### src/rtl/multicycle_controller.sv
// ----------------------------------------------------------------------------
// multicycle_controller
//
// Main control FSM for a multi-cycle RISC-V datapath that shares one ALU, one
// register file and one unified memory between all instruction phases.
// The FSM steps through fetch / decode / execute / memory / writeback. It
// drives the datapath mux selects, the write enables and a 2-bit aluOp code
// for the downstream ALU decoder.
//
// Supported instructions: lw, sw, R-type ALU, I-type ALU, beq and jal.
// Any other opcode, or a branch whose funct3 is not beq, parks the FSM in
// ILLEGAL. It stays there until reset.
//
// Memory handshake: mem_ready is a single-cycle "access done" strobe from
// the memory. It is sampled only in FETCH, MEMREAD and MEMWRITE. Those
// states hold while mem_ready is low and advance on the first cycle it is
// high. The FSM does not drive a request line: being in one of those states
// is the request. mem_ready is ignored in every other state.
//
// Ports
//   clk        rising-edge clock
//   reset      asynchronous, active-high reset
//   op         instr[6:0] from the instruction register
//   funct3     instr[14:12]; used only to validate beq
//   zero       ALU zero flag (branch condition)
//   mem_ready  memory access completes this cycle
//   PCWrite    PC register enable (PCUpdate | Branch & zero)
//   AdrSrc     memory address select: 0=PC, 1=ALUOut
//   MemWrite   memory write enable
//   IRWrite    instruction / OldPC register enable
//   RegWrite   register-file write enable
//   ResultSrc  result mux: 00=ALUOut, 01=Data, 10=ALUResult
//   ALUSrcA    ALU A mux: 00=PC, 01=OldPC, 10=rs1
//   ALUSrcB    ALU B mux: 00=rs2, 01=Imm, 10=const 4
//   aluOp      00=add, 01=sub (branch compare), 10=funct-decoded
//   ImmSrc     immediate format: 00=I, 01=S, 10=B, 11=J (from op)
//   retired    one-cycle pulse on the cycle an instruction completes
//   illegal    sticky flag: an unsupported instruction was decoded
//   state_dbg  current FSM state (encoding listed in state_t)
// ----------------------------------------------------------------------------
module multicycle_controller #(
  parameter int STATE_W = 4
) (
  input  logic               clk,
  input  logic               reset,
  input  logic [6:0]         op,
  input  logic [2:0]         funct3,
  input  logic               zero,
  input  logic               mem_ready,
  output logic               PCWrite,
  output logic               AdrSrc,
  output logic               MemWrite,
  output logic               IRWrite,
  output logic               RegWrite,
  output logic [1:0]         ResultSrc,
  output logic [1:0]         ALUSrcA,
  output logic [1:0]         ALUSrcB,
  output logic [1:0]         aluOp,
  output logic [1:0]         ImmSrc,
  output logic               retired,
  output logic               illegal,
  output logic [STATE_W-1:0] state_dbg
);

  // Opcodes
  localparam logic [6:0] OP_LW  = 7'b0000011;
  localparam logic [6:0] OP_SW  = 7'b0100011;
  localparam logic [6:0] OP_R   = 7'b0110011;
  localparam logic [6:0] OP_I   = 7'b0010011;
  localparam logic [6:0] OP_BR  = 7'b1100011;
  localparam logic [6:0] OP_JAL = 7'b1101111;

  localparam logic [2:0] F3_BEQ = 3'b000;

  // Fixed state encoding. The debug output exposes these values.
  typedef enum logic [STATE_W-1:0] {
    FETCH    = STATE_W'(0),
    DECODE   = STATE_W'(1),
    MEMADR   = STATE_W'(2),
    MEMREAD  = STATE_W'(3),
    MEMWB    = STATE_W'(4),
    MEMWRITE = STATE_W'(5),
    EXECR    = STATE_W'(6),
    EXECI    = STATE_W'(7),
    ALUWB    = STATE_W'(8),
    BEQ      = STATE_W'(9),
    JAL      = STATE_W'(10),
    ILLEGAL  = STATE_W'(15)
  } state_t;

  state_t state;

  // Set while ALUWB is the link-register write of a jal. The jal already
  // reported its retirement in the JAL state, so ALUWB must not pulse again.
  logic from_jal;

  logic pc_update;
  logic branch;

  assign state_dbg = state;

  // --------------------------------------------------------------------------
  // State register, sticky illegal flag and the jal-origin flag.
  // --------------------------------------------------------------------------
  always_ff @(posedge clk or posedge reset) begin
    if (reset) begin
      state    <= FETCH;
      illegal  <= 1'b0;
      from_jal <= 1'b0;
    end else begin
      from_jal <= (state == JAL);
      case (state)
        FETCH: begin
          if (mem_ready) state <= DECODE;
        end

        DECODE: begin
          case (op)
            OP_LW, OP_SW: state <= MEMADR;
            OP_R:         state <= EXECR;
            OP_I:         state <= EXECI;
            OP_BR: begin
              if (funct3 == F3_BEQ) begin
                state <= BEQ;
              end else begin
                state   <= ILLEGAL;
                illegal <= 1'b1;
              end
            end
            OP_JAL:       state <= JAL;
            default: begin
              state   <= ILLEGAL;
              illegal <= 1'b1;
            end
          endcase
        end

        // Only lw and sw reach MEMADR. op is held in the IR, so it still
        // identifies the access type here.
        MEMADR: begin
          state <= (op == OP_SW) ? MEMWRITE : MEMREAD;
        end

        MEMREAD: begin
          if (mem_ready) state <= MEMWB;
        end

        MEMWB:    state <= FETCH;

        MEMWRITE: begin
          if (mem_ready) state <= FETCH;
        end

        EXECR:    state <= ALUWB;
        EXECI:    state <= ALUWB;
        ALUWB:    state <= FETCH;
        BEQ:      state <= FETCH;

        // jal redirects the PC here, then writes rd = OldPC + 4 in ALUWB.
        JAL:      state <= ALUWB;

        ILLEGAL: begin
          state   <= ILLEGAL;
          illegal <= 1'b1;
        end

        // Unused encodings restart cleanly at the next fetch.
        default:  state <= FETCH;
      endcase
    end
  end

  // --------------------------------------------------------------------------
  // Output decode. The selects follow the state. The enables also depend on
  // mem_ready (FETCH, MEMWRITE) and on zero (branch).
  // --------------------------------------------------------------------------
  always_comb begin
    pc_update = 1'b0;
    branch    = 1'b0;
    AdrSrc    = 1'b0;
    MemWrite  = 1'b0;
    IRWrite   = 1'b0;
    RegWrite  = 1'b0;
    ResultSrc = 2'b00;
    ALUSrcA   = 2'b00;
    ALUSrcB   = 2'b00;
    aluOp     = 2'b00;
    retired   = 1'b0;

    case (state)
      // PC + 4 goes straight from the ALU result into the PC. The IR and
      // the PC are written together when the memory returns the word.
      FETCH: begin
        ALUSrcA   = 2'b00;
        ALUSrcB   = 2'b10;
        ResultSrc = 2'b10;
        IRWrite   = mem_ready;
        pc_update = mem_ready;
      end

      // The ALU speculatively computes the branch target OldPC + Imm.
      DECODE: begin
        ALUSrcA = 2'b01;
        ALUSrcB = 2'b01;
      end

      MEMADR: begin
        ALUSrcA = 2'b10;
        ALUSrcB = 2'b01;
      end

      MEMREAD: begin
        AdrSrc = 1'b1;
      end

      MEMWB: begin
        ResultSrc = 2'b01;
        RegWrite  = 1'b1;
        retired   = 1'b1;
      end

      // The write strobe stays up for the whole access. The store retires
      // on the cycle the memory accepts it.
      MEMWRITE: begin
        AdrSrc   = 1'b1;
        MemWrite = 1'b1;
        retired  = mem_ready;
      end

      EXECR: begin
        ALUSrcA = 2'b10;
        ALUSrcB = 2'b00;
        aluOp   = 2'b10;
      end

      EXECI: begin
        ALUSrcA = 2'b10;
        ALUSrcB = 2'b01;
        aluOp   = 2'b10;
      end

      ALUWB: begin
        ResultSrc = 2'b00;
        RegWrite  = 1'b1;
        retired   = ~from_jal;
      end

      // rs1 - rs2 sets zero. ALUOut still holds the target from DECODE.
      BEQ: begin
        ALUSrcA   = 2'b10;
        ALUSrcB   = 2'b00;
        aluOp     = 2'b01;
        ResultSrc = 2'b00;
        branch    = 1'b1;
        retired   = 1'b1;
      end

      // The PC takes the target held in ALUOut. The ALU meanwhile forms
      // OldPC + 4 for the link register.
      JAL: begin
        ALUSrcA   = 2'b01;
        ALUSrcB   = 2'b10;
        aluOp     = 2'b00;
        ResultSrc = 2'b00;
        pc_update = 1'b1;
        retired   = 1'b1;
      end

      default: ;
    endcase

    PCWrite = pc_update | (branch & zero);

    // Reset forces the state to FETCH asynchronously, so the selects
    // already show FETCH values. The enables are also held low so no
    // register or memory location is written while reset is asserted.
    if (reset) begin
      PCWrite  = 1'b0;
      IRWrite  = 1'b0;
      MemWrite = 1'b0;
      RegWrite = 1'b0;
      retired  = 1'b0;
    end
  end

  // Immediate format depends only on the opcode in the IR.
  always_comb begin
    case (op)
      OP_SW:   ImmSrc = 2'b01;
      OP_BR:   ImmSrc = 2'b10;
      OP_JAL:  ImmSrc = 2'b11;
      default: ImmSrc = 2'b00;
    endcase
  end

endmodule
### config.mk
export PLATFORM = sky130hd
export DESIGN_NAME = multicycle_controller
export DESIGN_NICKNAME = d
export VERILOG_FILES = /design/src/rtl/multicycle_controller.sv
export SDC_FILE = /design/constraint.sdc
export NUM_CORES = 1
export LEC_CHECK = 0
export BUFFER_PORTS_ARGS = -buffer_cell sky130_fd_sc_hd__buf_4
export CORE_ASPECT_RATIO = 0.8
export CORE_UTILIZATION = 40
export DETAILED_ROUTE_END_ITERATION = 16
export HOLD_SLACK_MARGIN = 0.1
export PLACE_DENSITY_LB_ADDON = 0.05
export SLEW_MARGIN = 25
export SYNTH_ARGS = -nofsm -noshare
export SYNTH_HDL_FRONTEND = slang
export SYNTH_SLANG_ARGS = --single-unit
export TNS_END_PERCENT = 10
### constraint.sdc
create_clock -name clk -period 1.5 [get_ports clk]
set_input_delay 0.225 -clock clk [delete_from_list [all_inputs] [get_ports clk]]
set_output_delay 0.225 -clock clk [all_outputs]
set_load 0.02 [all_outputs]
# Word level (Yosys, flattened, before mapping)
# Cells that the tools add are included.
dict set report totals {
  ff_bits 6
  latchBits 0
  ramBits 0
  mem_bits_ro 0
  in_bits 14
  output_inout_bits 21
  elab_cells 71
  mem_count 0
}
dict set report op_classes {
  n_addsub 0
  multipliers 0
  div_mod_pow 0
  magnitude_cmp 0
  n_eq_ne 22
  shift 0
  muxes 27
  bitwise_logic 3
  reduce_logical 16
}
# op count
set op_table {}
lappend op_table {{case mux 4 bit (7 select lines)} 1}
lappend op_table {{case mux 4 bit (5 select lines)} 1}
lappend op_table {{== test 4 x 3 -> 1 bit (second input constant)} 4}
lappend op_table {{== test 4 bit (second input constant)} 4}
lappend op_table {{case mux 2 bit (2 select lines)} 4}
lappend op_table {{== test 7 x 6 -> 1 bit (second input constant)} 2}
lappend op_table {{== test 7 bit (second input constant)} 2}
lappend op_table {{2-to-1 mux 4 bit} 3}
lappend op_table {{OR reduction 2 bit} 6}
lappend op_table {{2-to-1 mux 1 bit} 11}
lappend op_table {{OR reduction 3 bit} 3}
lappend op_table {{== test 4 x 2 -> 1 bit (second input constant)} 2}
lappend op_table {{!= test 2 bit (second input constant)} 4}
lappend op_table {{== test 7 x 2 -> 1 bit (second input constant)} 1}
lappend op_table {{== test 7 x 5 -> 1 bit (second input constant)} 1}
lappend op_table {{2-to-1 mux 3 bit} 2}
lappend op_table {{case mux 1 bit (2 select lines)} 3}
lappend op_table {{case mux 2 bit (3 select lines)} 1}
lappend op_table {{AND reduction 3 bit} 2}
lappend op_table {{OR reduction 5 bit} 1}
lappend op_table {{== test 4 x 1 -> 1 bit (second input constant)} 1}
lappend op_table {{logical NOT 4 bit} 1}
lappend op_table {{OR reduction 4 bit} 1}
lappend op_table {{logical NOT 3 bit} 1}
lappend op_table {{other kinds (6)} 6}

# Depth between registers and ports, before layout
# Gate-level depths: netlist of run 1.
dict set report logic_depth {
  word_depth 5
  ltp_mapped 5
  ltp_nobuf 4
}

# Worst setup path after synthesis of run 1
# Ideal clock, no wire load.
dict set report synth_timing {
  kind {flip-flop to output port}
  startpoint {register state[3], in the netlist state_dbg[3]}
  endpoint {output PCWrite}
  arrival_time_ps 1768
  t_required_ps 1275
  slack_ps -493
  path_stages_with_launch 5
  n_path_buf 0
  path_cell_list {dfrtp_1 > or3_1 > nor2_1 > nand2_1 > a31oi_1}
}
dict set report synth_via {
  elab_chain_len 5
  word_cells_on_any_way 8
  classes_between {eq/ne (2); mux (3); bitwise (2); reduce/logical (1)}
}
# item line_no
set synth_lines {}
lappend synth_lines {{start: declaration} 91} ;# state_t state;
lappend synth_lines {{start signal: assignment} 141} ;# state <= (op == OP_SW) ? MEMWRITE : MEMREAD;
lappend synth_lines {{== test 4 bit} 190} ;# case (state)
lappend synth_lines {{2-to-1 mux 1 bit} 190}
lappend synth_lines {{bitwise AND 1 bit} 272} ;# PCWrite = pc_update | (branch & zero);
lappend synth_lines {{OR 1 bit *} 272}
lappend synth_lines {{2-to-1 mux 1 bit *} 277} ;# if (reset) begin
lappend synth_lines {{end: declaration} 50} ;# output logic PCWrite,
# Mark *: on every way between the ends. The rest lies on a longest branch, timed or not.

# Worst setup path after layout of run 1
# Ends and elaborated chain as after synthesis.

==> results.md, run 1 <==
- Clock-pin slew on the worst setup and hold paths: around 0.05 ns
- Total of buffers placed on input and output ports: 34
- Arrival time of data at the critical path endpoint: ~1.6 ns
- Max incr delay on CP: slightly above 0.4 ns
- Number of slew-limit violations in the final report: 0
- Drt wl/cell: 14.98 µm
- Static Leak: between 0.5 and 0.6 nW
- FP Rows: 13
- Worst-Skew Late Latency: 0.24 ns
- Final wirelength: 2.637 mm
- Area added between synthesis and finish: 81.49%
- Dpl ws: -0.07973 ns
- Number of antenna violations at the first check in global routing: 0
- Max-cap violations: 0
- Post-synthesis cell area: around 720 µm²
- Root buf cell: clkbuf_4
- Cell-internal power: between 1 and 1.5 mW
- Global route total overflow: 0
- Largest cells by area after synthesis: dfrtp_1, nand2b_1, a21oi_1
- Number of setup violations in the final report: 15
- Dominant cell by count in the synthesized netlist: nand2_1
- Worst VDD drop: 0.001509 V
- Max transition margin: roughly four fifths
- Number of standard cells after synthesis: 101
- Sequential power share: 12.2%
- Clock power frac: about 6.3%
- Std-Cell Core Area: roughly 1700 µm²
- Slowest stage cell, crit path: or3_4
- Floorplan die area: 1983 µm²
- Element type at the critical path start: flop
- Number of diodes added for antenna fixing: 0
- Number of clock buffers inserted by TritonCTS: 3
- Clock period minus worst slack: 1.798 ns
- DRT antenna net count: 0
- Top-level port count: 35
- Slew @ Worst Pin: roughly 0.32 ns
- Placed cell areas: roughly 1200 µm²
- Syn nets: between 100 and 150
- Post-Route Skew: around 0.0043 ns
- Via count: between 900 and 1000
- Path type of the worst setup path: reg2out
- Total clock sinks: 6
- Final GP Congestion: 0.8997
- Number of H-tree levels: 1
- RSZ-0062 raised after global routing: true
- Largest net degree at the start of global routing: 14
- Top cell type by total area after synthesis: dfrtp_1
- Layout cell share with drive strength beyond 1: 55.84%
- Logic gate share of total power: 81.5%
- Number of enable-type register cells in the synthesized netlist: 0
- Vias in the first global route: 862
- Flip-flop cell with the highest count after synthesis: dfrtp_1
- Initial core utilization: 43.59%
- Vias per std cell: 5.523
- Fraction of post-synthesis cell area in the top cell type by area: around a fifth
- Run status: finished, violations left
- Post-route cell area: between 1000 and 1500 µm²
- Part of the Yosys area used for sequential elements: between 20% and 30%
- Wire length of the first global-routing pass: 3.905 mm
- Filler cell count: about 120
- Worst EP required: 1.27 ns
- Yosys synthesis warning count: 0
- Remaining routing DRC violations: 0
- Overall Global Routing Usage: 27.74%
- Switching power total: 1.191 mW
- Crit path max fanout: 3
- Endpoint class of the critical path: primary output
- Violations in the final reports: setup timing
- Switching share of power: between 40% and 50%
- Number of hold-slack violations in the final timing report: 0
- Final #Nets: 169
- Final Cycle Share: 119.9%
- Most common library cells after synthesis: nand2_1, nor2_1, a21oi_1, nand2b_1, dfrtp_1
- Maximum achievable frequency: around 560 MHz
- Clock tree from TritonCTS: done
- Kind of path behind the tightest hold check: in2reg
- Clock tree buffer depth: 2
- Chip height: about 40 µm
- PnR worst setup slack: -0.2980 ns
- Number of register bits inferred by synthesis: 6
- Half-perimeter wire length after placement: 1.934 mm
- Pwr per Cell Area: roughly 1900 nW/µm²
- Fraction of registers with async set or reset after synthesis: 100.0%
- Cells along the critical path: or3_4 -> nor2_4 -> nand2_2 -> a31oi_4 -> buf_6
- Synth unique cells: between 40 and 50
- Starting DRC count in detailed routing: 31
- Die boundary width: around 50 µm
- Mean area per synthesized cell: roughly 7.2 µm²
- TritonRoute pass-1 iters: 5
final timing paths:
check | cells after the start | endpoint | slack (ns) | from
max | 5 | PCWrite | -0.30 | state_dbg[3]
min | 3 | state_dbg[0] | 0.36 | op[4]
max reg2reg | 5 | illegal | -0.06 | state_dbg[3]
min reg2reg | 1 | illegal | 0.48 | illegal
max in group asynchronous | 4 | state_dbg[0] | 0.76 | reset
min in group asynchronous | 4 | state_dbg[3] | 0.61 | reset
worst max-delay path, delay by kind of cell (launching register included):
| family | cells | cell delay, ns |
|---|---|---|
| compound gates | 1 | 0.19 |
| buf+inv | 1 | 0.14 |
| flops | 1 | 0.40 |
| simple gates | 3 | 0.60 |
power groups by stage:
stage                     sequential, mW  combinational, mW  clock (mW)
after floorplan                    0.311               1.05           0
after global placement             0.283               1.77           0
after detailed placement           0.287               1.82           0
after CTS                          0.295               1.93       0.165
after global routing               0.310               2.17       0.181
final                              0.307               2.05       0.158
metrics by stage:
step	utilization (%)	setup TNS, ns	hold slack [ns]	cells	power [mW]
2_1_floorplan	-	-0.9751	0.02427	101	1.357
3_3_place_gp	70.97	-0.02063	0.2866	170	2.053
3_5_place_dp	70.97	-0.2047	0.3057	170	2.111
4_1_cts	76.09	-1.959	0.3411	176	2.389
5_1_grt	79.11	-2.946	0.3588	176	2.660
6_report	79.11	-2.124	0.3601	176	2.513
sequential cells by signal, summed over array words and instances, names as in the netlist:
| name | count |
|---|---|
| from_jal | 1 |
| illegal | 1 |
| state_dbg | 4 |
cell usage in the layout (no fill, tap or decap), types with 2 or more instances in the layout:
| cell type | netlist | final |
|---|---|---|
| o21ai_2 | 0 | 2 |
| nand2_1 | 11 | 10 |
| nor3_2 | 1 | 2 |
| a21oi_2 | 0 | 2 |
| dfrtp_1 | 6 | 4 |
| dfrtp_2 | 0 | 2 |
| buf_6 | 0 | 7 |
| a21o_1 | 2 | 2 |
| or3_4 | 1 | 2 |
| nand4_1 | 2 | 2 |
| nor2_1 | 10 | 8 |
| nand3_1 | 3 | 3 |
| inv_1 | 4 | 4 |
| a21oi_1 | 9 | 7 |
| clkbuf_4 | 0 | 3 |
| o31ai_1 | 2 | 2 |
| nand2b_4 | 0 | 4 |
| nand2b_1 | 9 | 5 |
| buf_4 | 1 | 48 |
| nor3_1 | 5 | 3 |
timing repair:
action,CTS,global route
cloned,0,0
endpoints found under the setup margin,16,18
gates resized for setup,11,9
hold endpoints to repair,6,0
pin swaps,2,0
buffers inserted,1,0
hold buffers,1,0
logic make-up after synthesis:
group / share of synthesized area, %
multiplexers: 2.941
XOR/XNOR: 2.423
buffers and inverters: 7.439
AND/OR/NAND/NOR: 41.52
AO/OA/AOI/OAI: 24.91
flip-flops: 20.76
layer usage:
metal	global-route usage [%]	up-vias	wire length, µm
met4	17.86	0	14
met3	5.682	4	214
met2	46.28	58	1318
met1	33.86	441	1090
li1	-	469	-
met5	0	-	0
layout make-up:
cell class	instances	area [µm²]	area share, %
Multi-Input combinational cell	83	635.6	48.43
Sequential cell	6	152.6	11.63
Clock buffer	4	26.28	2.002
Tap cell	22	27.53	2.097
Inverter	5	21.27	1.621
Timing Repair Buffer	56	449.2	34.22
Power figures use the tool's default switching activity.
==> run 2: changes to the inputs <==
--- a/config.mk
+++ b/config.mk
@@ -5,9 +5,10 @@
 export SDC_FILE = /design/constraint.sdc
 export NUM_CORES = 1
 export LEC_CHECK = 0
+export ABC_AREA = 1
 export BUFFER_PORTS_ARGS = -buffer_cell sky130_fd_sc_hd__buf_4
 export CORE_ASPECT_RATIO = 0.8
-export CORE_UTILIZATION = 40
+export CORE_UTILIZATION = 39
 export DETAILED_ROUTE_END_ITERATION = 16
 export HOLD_SLACK_MARGIN = 0.1
 export PLACE_DENSITY_LB_ADDON = 0.05
==> run 2 against run 1 <==
Against the previous run:
- the flow still finishes with violations (setup timing)
- die area is 7.0% lower
- hold slack worse by 0.016 ns
- first-iteration DRC count is 29% higher
- clock skew is 0.00093 ns lower
- maximum frequency is 5.2% higher
- highest routed layer unchanged
==> results.md, run 2 <==
- Worst reg2reg endpoint: state_dbg[0]
- Clock power frac: 5.9% (-0.4 points)
- Largest cells by area after synthesis: dfrtp_1, nand2_1, inv_1
- Element type at the critical path start: flop
- Synth unique cells: 24 (-41%)
- Final wirelength: 2.483 mm (-5.8%)
- Most common library cells after synthesis: nand2_1, inv_1, nor2_1, nand3_1
- Kind of path behind the tightest hold check: in2reg
- Instance count along the most critical hold path: 5 (+2)
- FP Rows: 12 (-1)
- Final #Nets: 171 (+1.2%)
- Die boundary width: 47.76 µm (-3.6%)
- Number of setup violations in the final report: 13 (-2)
- PnR worst setup slack: -0.2085 ns (+0.08946 ns)
- Filler cell count: 98 (-20%)
- Dominant cell by count in the synthesized netlist: nand2_1
- Clock tree buffer depth: 2 (unchanged)
- Cell-internal power: 1.149 mW (-13%)
- Worst EP required: 1.27 ns (about the same)
- Number of clock buffers inserted by TritonCTS: 3 (unchanged)
- TritonRoute pass-1 iters: 4 (-1)
- Path type of the worst setup path: reg2out
- Largest net degree at the start of global routing: 7 (-7)
- Overall Global Routing Usage: 26.53% (-1.2 points)
- Pwr per Cell Area: 1969 nW/µm² (+2.8%)
- Chip height: 38.60 µm (-3.6%)
- Number of H-tree levels: 1 (unchanged)
- Half-perimeter wire length after placement: 1.673 mm (-14%)
- Final Cycle Share: 113.9% (-6.0 points)
- Mean area per synthesized cell: 6.280 µm² (-12%)
- Drt wl/cell: 14.11 µm (-5.8%)
- Fraction of post-synthesis cell area in the top cell type by area: 22.99% (+2.2 points)
- Arrival time of data at the critical path endpoint: 1.48 ns (-0.09 ns)
- Clock period minus worst slack: 1.709 ns (-0.08946 ns)
- Clock tree from TritonCTS: done
- Floorplan die area: 1843 µm² (-7.0%)
- Sequential power share: 12.7% (+0.5 points)
- RSZ-0062 raised after global routing: true
- Highest-count cells in the layout ignoring fill and taps: buf_4, nand2_1, inv_1
- Top cell type by total area after synthesis: dfrtp_1
- Global route total overflow: 0 (unchanged)
- Yosys synthesis warning count: 0 (unchanged)
- Layout cell share with drive strength beyond 1: 61.94% (+6.1 points)
- Worst VDD drop: 0.001396 V (-7.5%)
- Number of register bits inferred by synthesis: 6 (unchanged)
- Total of buffers placed on input and output ports: 34 (unchanged)
- Maximum achievable frequency: 585.3 MHz (+5.2%)
- Top-level port count: 35 (unchanged)
- Vias in the first global route: 781 (-9.4%)
- Final GP Congestion: 0.8763 (-2.6%)
- R2r startpoint: state_dbg[0]
- Slew @ Worst Pin: 0.2820 ns (-0.03982 ns)
- Area added between synthesis and finish: 85.63%
- Part of the Yosys area used for sequential elements: 22.99% (+2.2 points)
- Number of antenna violations at the first check in global routing: 0 (unchanged)
- Post-Route Skew: 0.003361 ns (-0.0009254 ns)
- Switching power total: 1.238 mW (+3.9%)
- Run status: finished, violations left
- Via count: 896 (-7.8%)
- Flip-flop cell with the highest count after synthesis: dfrtp_1
- Number of flip-flops in the largest register: 4 (unchanged)
- Beginning of the worst hold path: funct3[2]
- Dpl ws: -0.009556 ns (+0.07018 ns)
- Total area of sequential cells: 152.6 µm² (unchanged)
- Clock-pin slew on the worst setup and hold paths: 0.04 ns (about the same)
- Logic gate share of total power: 81.5% (about the same)
- Worst-case register-to-register setup slack: -0.06 ns (about the same)
- Worst-Skew Late Latency: 0.23 ns (about the same)
- Vias per std cell: 5.091 (-7.8%)
- Max transition margin: 81.13% (+2.7 points)
- Fraction of registers with async set or reset after synthesis: 100.0% (unchanged)
- Depth of the worst register-to-register path: 10 (+5)
- Number of standard cells after synthesis: 104 (+3.0%)
- Root buf cell: clkbuf_4
- Number of hold-slack violations in the final timing report: 0 (unchanged)
- Wire length of the first global-routing pass: 3.332 mm (-15%)
- Syn nets: 118 (+2.6%)
- Std-Cell Core Area: 1471 µm² (-11%)
- Static Leak: 0.6491 nW (+8.5%)
- Number of slew-limit violations in the final report: 0 (unchanged)
- Crit path max fanout: 4 (+1)
- Number of diodes added for antenna fixing: 0 (unchanged)
- Post-synthesis cell area: 653.1 µm² (-9.7%)
- Total clock sinks: 6 (unchanged)
- Total Power Consumption: 2.387 mW (-5.0%)
- Switching share of power: 51.86% (+4.5 points)
- Most common library cell in the layout ignoring fill and taps: buf_4
- Max-cap violations: 0 (unchanged)
- Initial core utilization: 44.39% (+0.80 points)
- Endpoint of the worst hold-timing path: state_dbg[1]
- Number of enable-type register cells in the synthesized netlist: 0 (unchanged)
- Violations in the final reports: setup timing
- DRT antenna net count: 0 (unchanged)
- Footprint of the multi-input gates: 511.7 µm² (-19%)
- Endpoint class of the critical path: primary output
- Remaining routing DRC violations: 0 (unchanged)
- Post-route worst hold slack: 0.3442 ns (-0.01585 ns)
- Starting DRC count in detailed routing: 40 (+29%)
run 2: changes by cell type after synthesis, moves of 3 or more:
cell / before / now
inv_2: 1 / 5
nand2_2: 0 / 6
nor2_4: 0 / 5
nand2b_1: 9 / 0
nor3_1: 5 / 2
a21oi_1: 9 / 3
buf_2: 4 / 0
inv_1: 4 / 18
nand2_1: 11 / 25
nand3_1: 3 / 7
run 2: repair_timing:
item	4_1_cts	5_1_grt
hold buffers	1	0
resized for setup	25	13
buffers inserted	3	3
endpoints found under the hold margin	6	0
endpoints found under the setup margin	11	14
pin swaps	4	4
run 2: stage by stage:
stage,cells,instance area (µm²),setup TNS [ns],util (%)
global placement,166,1030,0,69.98
floorplan,104,695.7,-0.1165,-
detailed placement,166,1030,-0.009556,69.98
CTS,173,1152,-0.7837,78.32
finish,176,1212,-1.108,82.40
global route,176,1212,-1.872,82.40
run 2: how the worst max path moves through the flow:
stage	startpoint	end	slack, ns	depth (start not counted)
6_report	state_dbg[0]	retired	-0.21	8
4_1_cts	state_dbg[2]	retired	-0.15	8
3_5_place_dp	state_dbg[0]	retired	-0.01	8
2_1_floorplan	state_dbg[3]	PCWrite	-0.04	5
5_1_grt	state_dbg[0]	retired	-0.27	8
3_3_place_gp	state_dbg[0]	retired	0.03	8
run 2: logic make-up (layout without fill, tap and decap cells):
family                 count (synthesis)  count (layout)  synth area share [%]
AOI/OAI and AO/OA                     13              13                 14.18
DFF                                    6               6                 22.99
and+or+nand+nor                       61              61                 48.66
buffers and inverters                 24              75                 14.18
run 2: worst max-delay path, cell delays in order (launching register included):
cell and delay (ns):
dfrtp_1 0.42, inv_2 0.12, nand2_4 0.09, inv_1 0.07, nand2_2 0.06, nor2_2 0.12
nor2_2 0.06, a41oi_4 0.15, buf_6 0.15
run 2: per-layer routing:
layer	share of wire (%)	up-vias	track usage [%]
li1	-	428	-
met1	41	410	34.86
met2	50	50	43.58
met3	5.6	8	3.738
met4	2.5	0	9.722
met5	0	-	0
run 2: final cells by class:
cell class	instances	area share [%]
Clock buffer	3	1.858
Inverter	24	7.843
Multi-Input combinational cell	74	42.21
Sequential cell	6	12.59
Tap cell	21	2.167
Timing Repair Buffer	48	33.33
run 2: power groups by stage:
stage	combinational [mW]	sequential, mW	clock [mW]
2_1_floorplan	0.910	0.336	0
3_3_place_gp	1.54	0.280	0
3_5_place_dp	1.55	0.285	0
4_1_cts	1.79	0.295	0.144
5_1_grt	2.06	0.305	0.150
6_report	1.94	0.303	0.140
==> run 3: changes to the inputs <==
--- a/config.mk
+++ b/config.mk
@@ -7,8 +7,8 @@
 export LEC_CHECK = 0
 export ABC_AREA = 1
 export BUFFER_PORTS_ARGS = -buffer_cell sky130_fd_sc_hd__buf_4
-export CORE_ASPECT_RATIO = 0.8
-export CORE_UTILIZATION = 39
+export CORE_UTILIZATION = 41
+export CTS_BUF_LIST = sky130_fd_sc_hd__clkbuf_4 sky130_fd_sc_hd__clkbuf_8
 export DETAILED_ROUTE_END_ITERATION = 16
 export HOLD_SLACK_MARGIN = 0.1
 export PLACE_DENSITY_LB_ADDON = 0.05
==> run 3 against run 2 <==
Against the previous run:
- the flow still finishes with violations (setup timing)
- clock power is 6% higher
- clock skew is 0.0069 ns higher
- sequential power is 2% lower
- sequential cell count stayed put
- design area is 2.1% lower
- die area is 4.7% lower
- critical path type unchanged
- largest power group unchanged
==> results.md, run 3 (same netlist as run 2, synthesis figures left out) <==
- Placed cell areas: 1016 µm² (-1.3%)
- Path type of the worst setup path: reg2out
- Footprint of the multi-input gates: 516.7 µm² (+0.98%)
- Number of antenna violations at the first check in global routing: 0 (unchanged)
- Post-Route Skew: 0.01026 ns (+0.006897 ns)
- Kind of path behind the tightest hold check: in2reg
- Final #Nets: 170 (-0.58%)
- Global route total overflow: 0 (unchanged)
- Number of flip-flops in the largest register: 4 (unchanged)
- Chip height: 41.91 µm (+8.6%)
- Max transition margin: 83.39% (+2.3 points)
- Number of clock buffers inserted by TritonCTS: 3 (unchanged)
- Post-route worst hold slack: 0.2830 ns (-0.06120 ns)
- Instance count along the most critical hold path: 3 (-2)
- Worst-Skew Late Latency: 0.25 ns (+0.02 ns)
- Clock tree buffer depth: 2 (unchanged)
- Slowest stage cell, crit path: dfrtp_2
- Max incr delay on CP: 0.45 ns (+0.03 ns)
- Final GP Congestion: 0.8188 (-6.6%)
- Crit path max fanout: 4 (unchanged)
- Remaining routing DRC violations: 0 (unchanged)
- Drt wl/cell: 11.81 µm (-16%)
- Number of diodes added for antenna fixing: 0 (unchanged)
- Area added between synthesis and finish: 81.80%
- Layout cell share with drive strength beyond 1: 62.34% (+0.40 points)
- Std-Cell Core Area: 1489 µm² (+1.2%)
- Clock tree from TritonCTS: done
- Half-perimeter wire length after placement: 1.450 mm (-13%)
- Total of buffers placed on input and output ports: 34 (unchanged)
- Clock-pin slew on the worst setup and hold paths: 0.05 ns (about the same)
- Worst EP required: 1.27 ns (about the same)
- Pwr per Cell Area: 1931 nW/µm² (-1.9%)
- Overall Global Routing Usage: 24.09% (-2.4 points)
- Initial core utilization: 43.87% (-0.52 points)
- Top-level port count: 35 (unchanged)
- Via count: 842 (-6.0%)
- Depth of the worst register-to-register path: 9 (-1)
- Number of non-filler instances in the completed layout: 170 (-3.4%)
- Endpoint class of the critical path: primary output
- Arrival time of data at the critical path endpoint: 1.46 ns (-0.02 ns)
- Vias per std cell: 4.953 (-2.7%)
- Floorplan die area: 1756 µm² (-4.7%)
- Most common library cell in the layout ignoring fill and taps: buf_4
- DRT antenna net count: 0 (unchanged)
- Number of setup violations in the final report: 11 (-2)
- Number of H-tree levels: 1 (unchanged)
- Element type at the critical path start: flop
- Largest net degree at the start of global routing: 7 (unchanged)
- Slew @ Worst Pin: 0.2472 ns (-0.03475 ns)
- Worst VDD drop: 0.001331 V (-4.6%)
- Cells along the critical path: inv_2 -> nand2_4 -> inv_2 -> nand2_2 -> nor2_2 -> nor2_2 -> a41oi_4 -> buf_6
- Starting DRC count in detailed routing: 14 (-65%)
- RSZ-0062 raised after global routing: true
- TritonRoute pass-1 iters: 4 (unchanged)
- Final wirelength: 2.008 mm (-19%)
- Number of cells in the design after placement: 160 (-3.6%)
- Violations in the final reports: setup timing
- Number of hold-slack violations in the final timing report: 0 (unchanged)
- Static Leak: 0.6356 nW (-2.1%)
- FP Rows: 14 (+2)
- Die boundary width: 41.91 µm (-12%)
- Number of slew-limit violations in the final report: 0 (unchanged)
- Utilization after layout: 79.75% (-2.7 points)
- Total clock sinks: 6 (unchanged)
- Clock period minus worst slack: 1.690 ns (-0.01880 ns)
- Number of logic stages on the critical path including buffering: 8 (unchanged)
- Max-cap violations: 0 (unchanged)
- Filler cell count: 107 (+9.2%)
- Wire length of the first global-routing pass: 3.284 mm (-1.4%)
- Final Cycle Share: 112.6% (-1.3 points)
- Post-route cell area: 1187 µm² (-2.1%)
- Maximum achievable frequency: 591.8 MHz (+1.1%)
- Total area of sequential cells: 152.6 µm² (unchanged)
- Vias in the first global route: 787 (+0.77%)
- PnR worst setup slack: -0.1897 ns (+0.01880 ns)
- Highest-count cells in the layout ignoring fill and taps: buf_4, nand2_1, inv_1
- Count of buffer and inverter cells on the critical path: 3 (unchanged)
- Final total negative setup slack: -0.7541 ns (+0.3543 ns)
- Root buf cell: clkbuf_4
- Cell type group with the largest total delay on the critical path: flip-flops
- Run status: finished, violations left
## run 3: routing by layer
layer	GRT usage, %	part of all wire (%)	wire length (µm)	vias to the layer above
li1	-	-	-	428
met1	28.18	38	758	381
met2	41.56	55	1106	29
met3	9.130	5.6	112	4
met4	5.161	1.5	30	0
met5	0	0	0	-
## run 3: stage by stage
| step | setup slack, ns | total power, mW |
|---|---|---|
| detailed placement | 0.02331 | 1.786 |
| global placement | 0.04705 | 1.773 |
| global route | -0.2527 | 2.454 |
| floorplan | -0.03810 | 1.246 |
| CTS | -0.1443 | 2.150 |
| finish | -0.1897 | 2.292 |
## run 3: final timing paths
| kind | from | slack, ns | to |
|---|---|---|---|
| max | state_dbg[2] | -0.19 | retired |
| min | op[6] | 0.28 | state_dbg[3] |
| max reg2reg | state_dbg[0] | 0.14 | state_dbg[0] |
| min reg2reg | illegal | 0.46 | illegal |
| max in group asynchronous | reset | 0.76 | state_dbg[3] |
| min in group asynchronous | reset | 0.52 | from_jal |
## run 3: worst reg2reg max path, delay by kind of cell (launching register included)
family	cells	cell delay (ns)
DFF	1	0.41
AOI/OAI and AO/OA	1	0.15
and+or+nand+nor	5	0.38
buffers and inverters	3	0.31
## run 3: cell type report
cell class                 instances  share of cell area (%)
inverter                          24                   8.219
clock buffer                       3                   1.897
tap                               16                   1.686
multi-input combinational         74                   43.52
sequential                         6                   12.86
timing repair buffer              47                   31.82
## run 3: what timing repair did
| item | CTS | global route |
|---|---|---|
| endpoints found under the hold margin | 6 | 0 |
| setup buffers | 3 | 3 |
| pin swaps | 7 | 12 |
| resized for setup | 23 | 11 |
| hold buffers | 1 | 0 |
| endpoints found under the setup margin | 11 | 11 |
## run 3: where the power goes
group,internal (mW),switching [mW],leakage (nW)
Sequential,0.220,0.0776,0.0706
Clock,0.0905,0.0585,0.0138
Combinational,0.790,1.06,0.551
Total,1.10,1.19,0.636
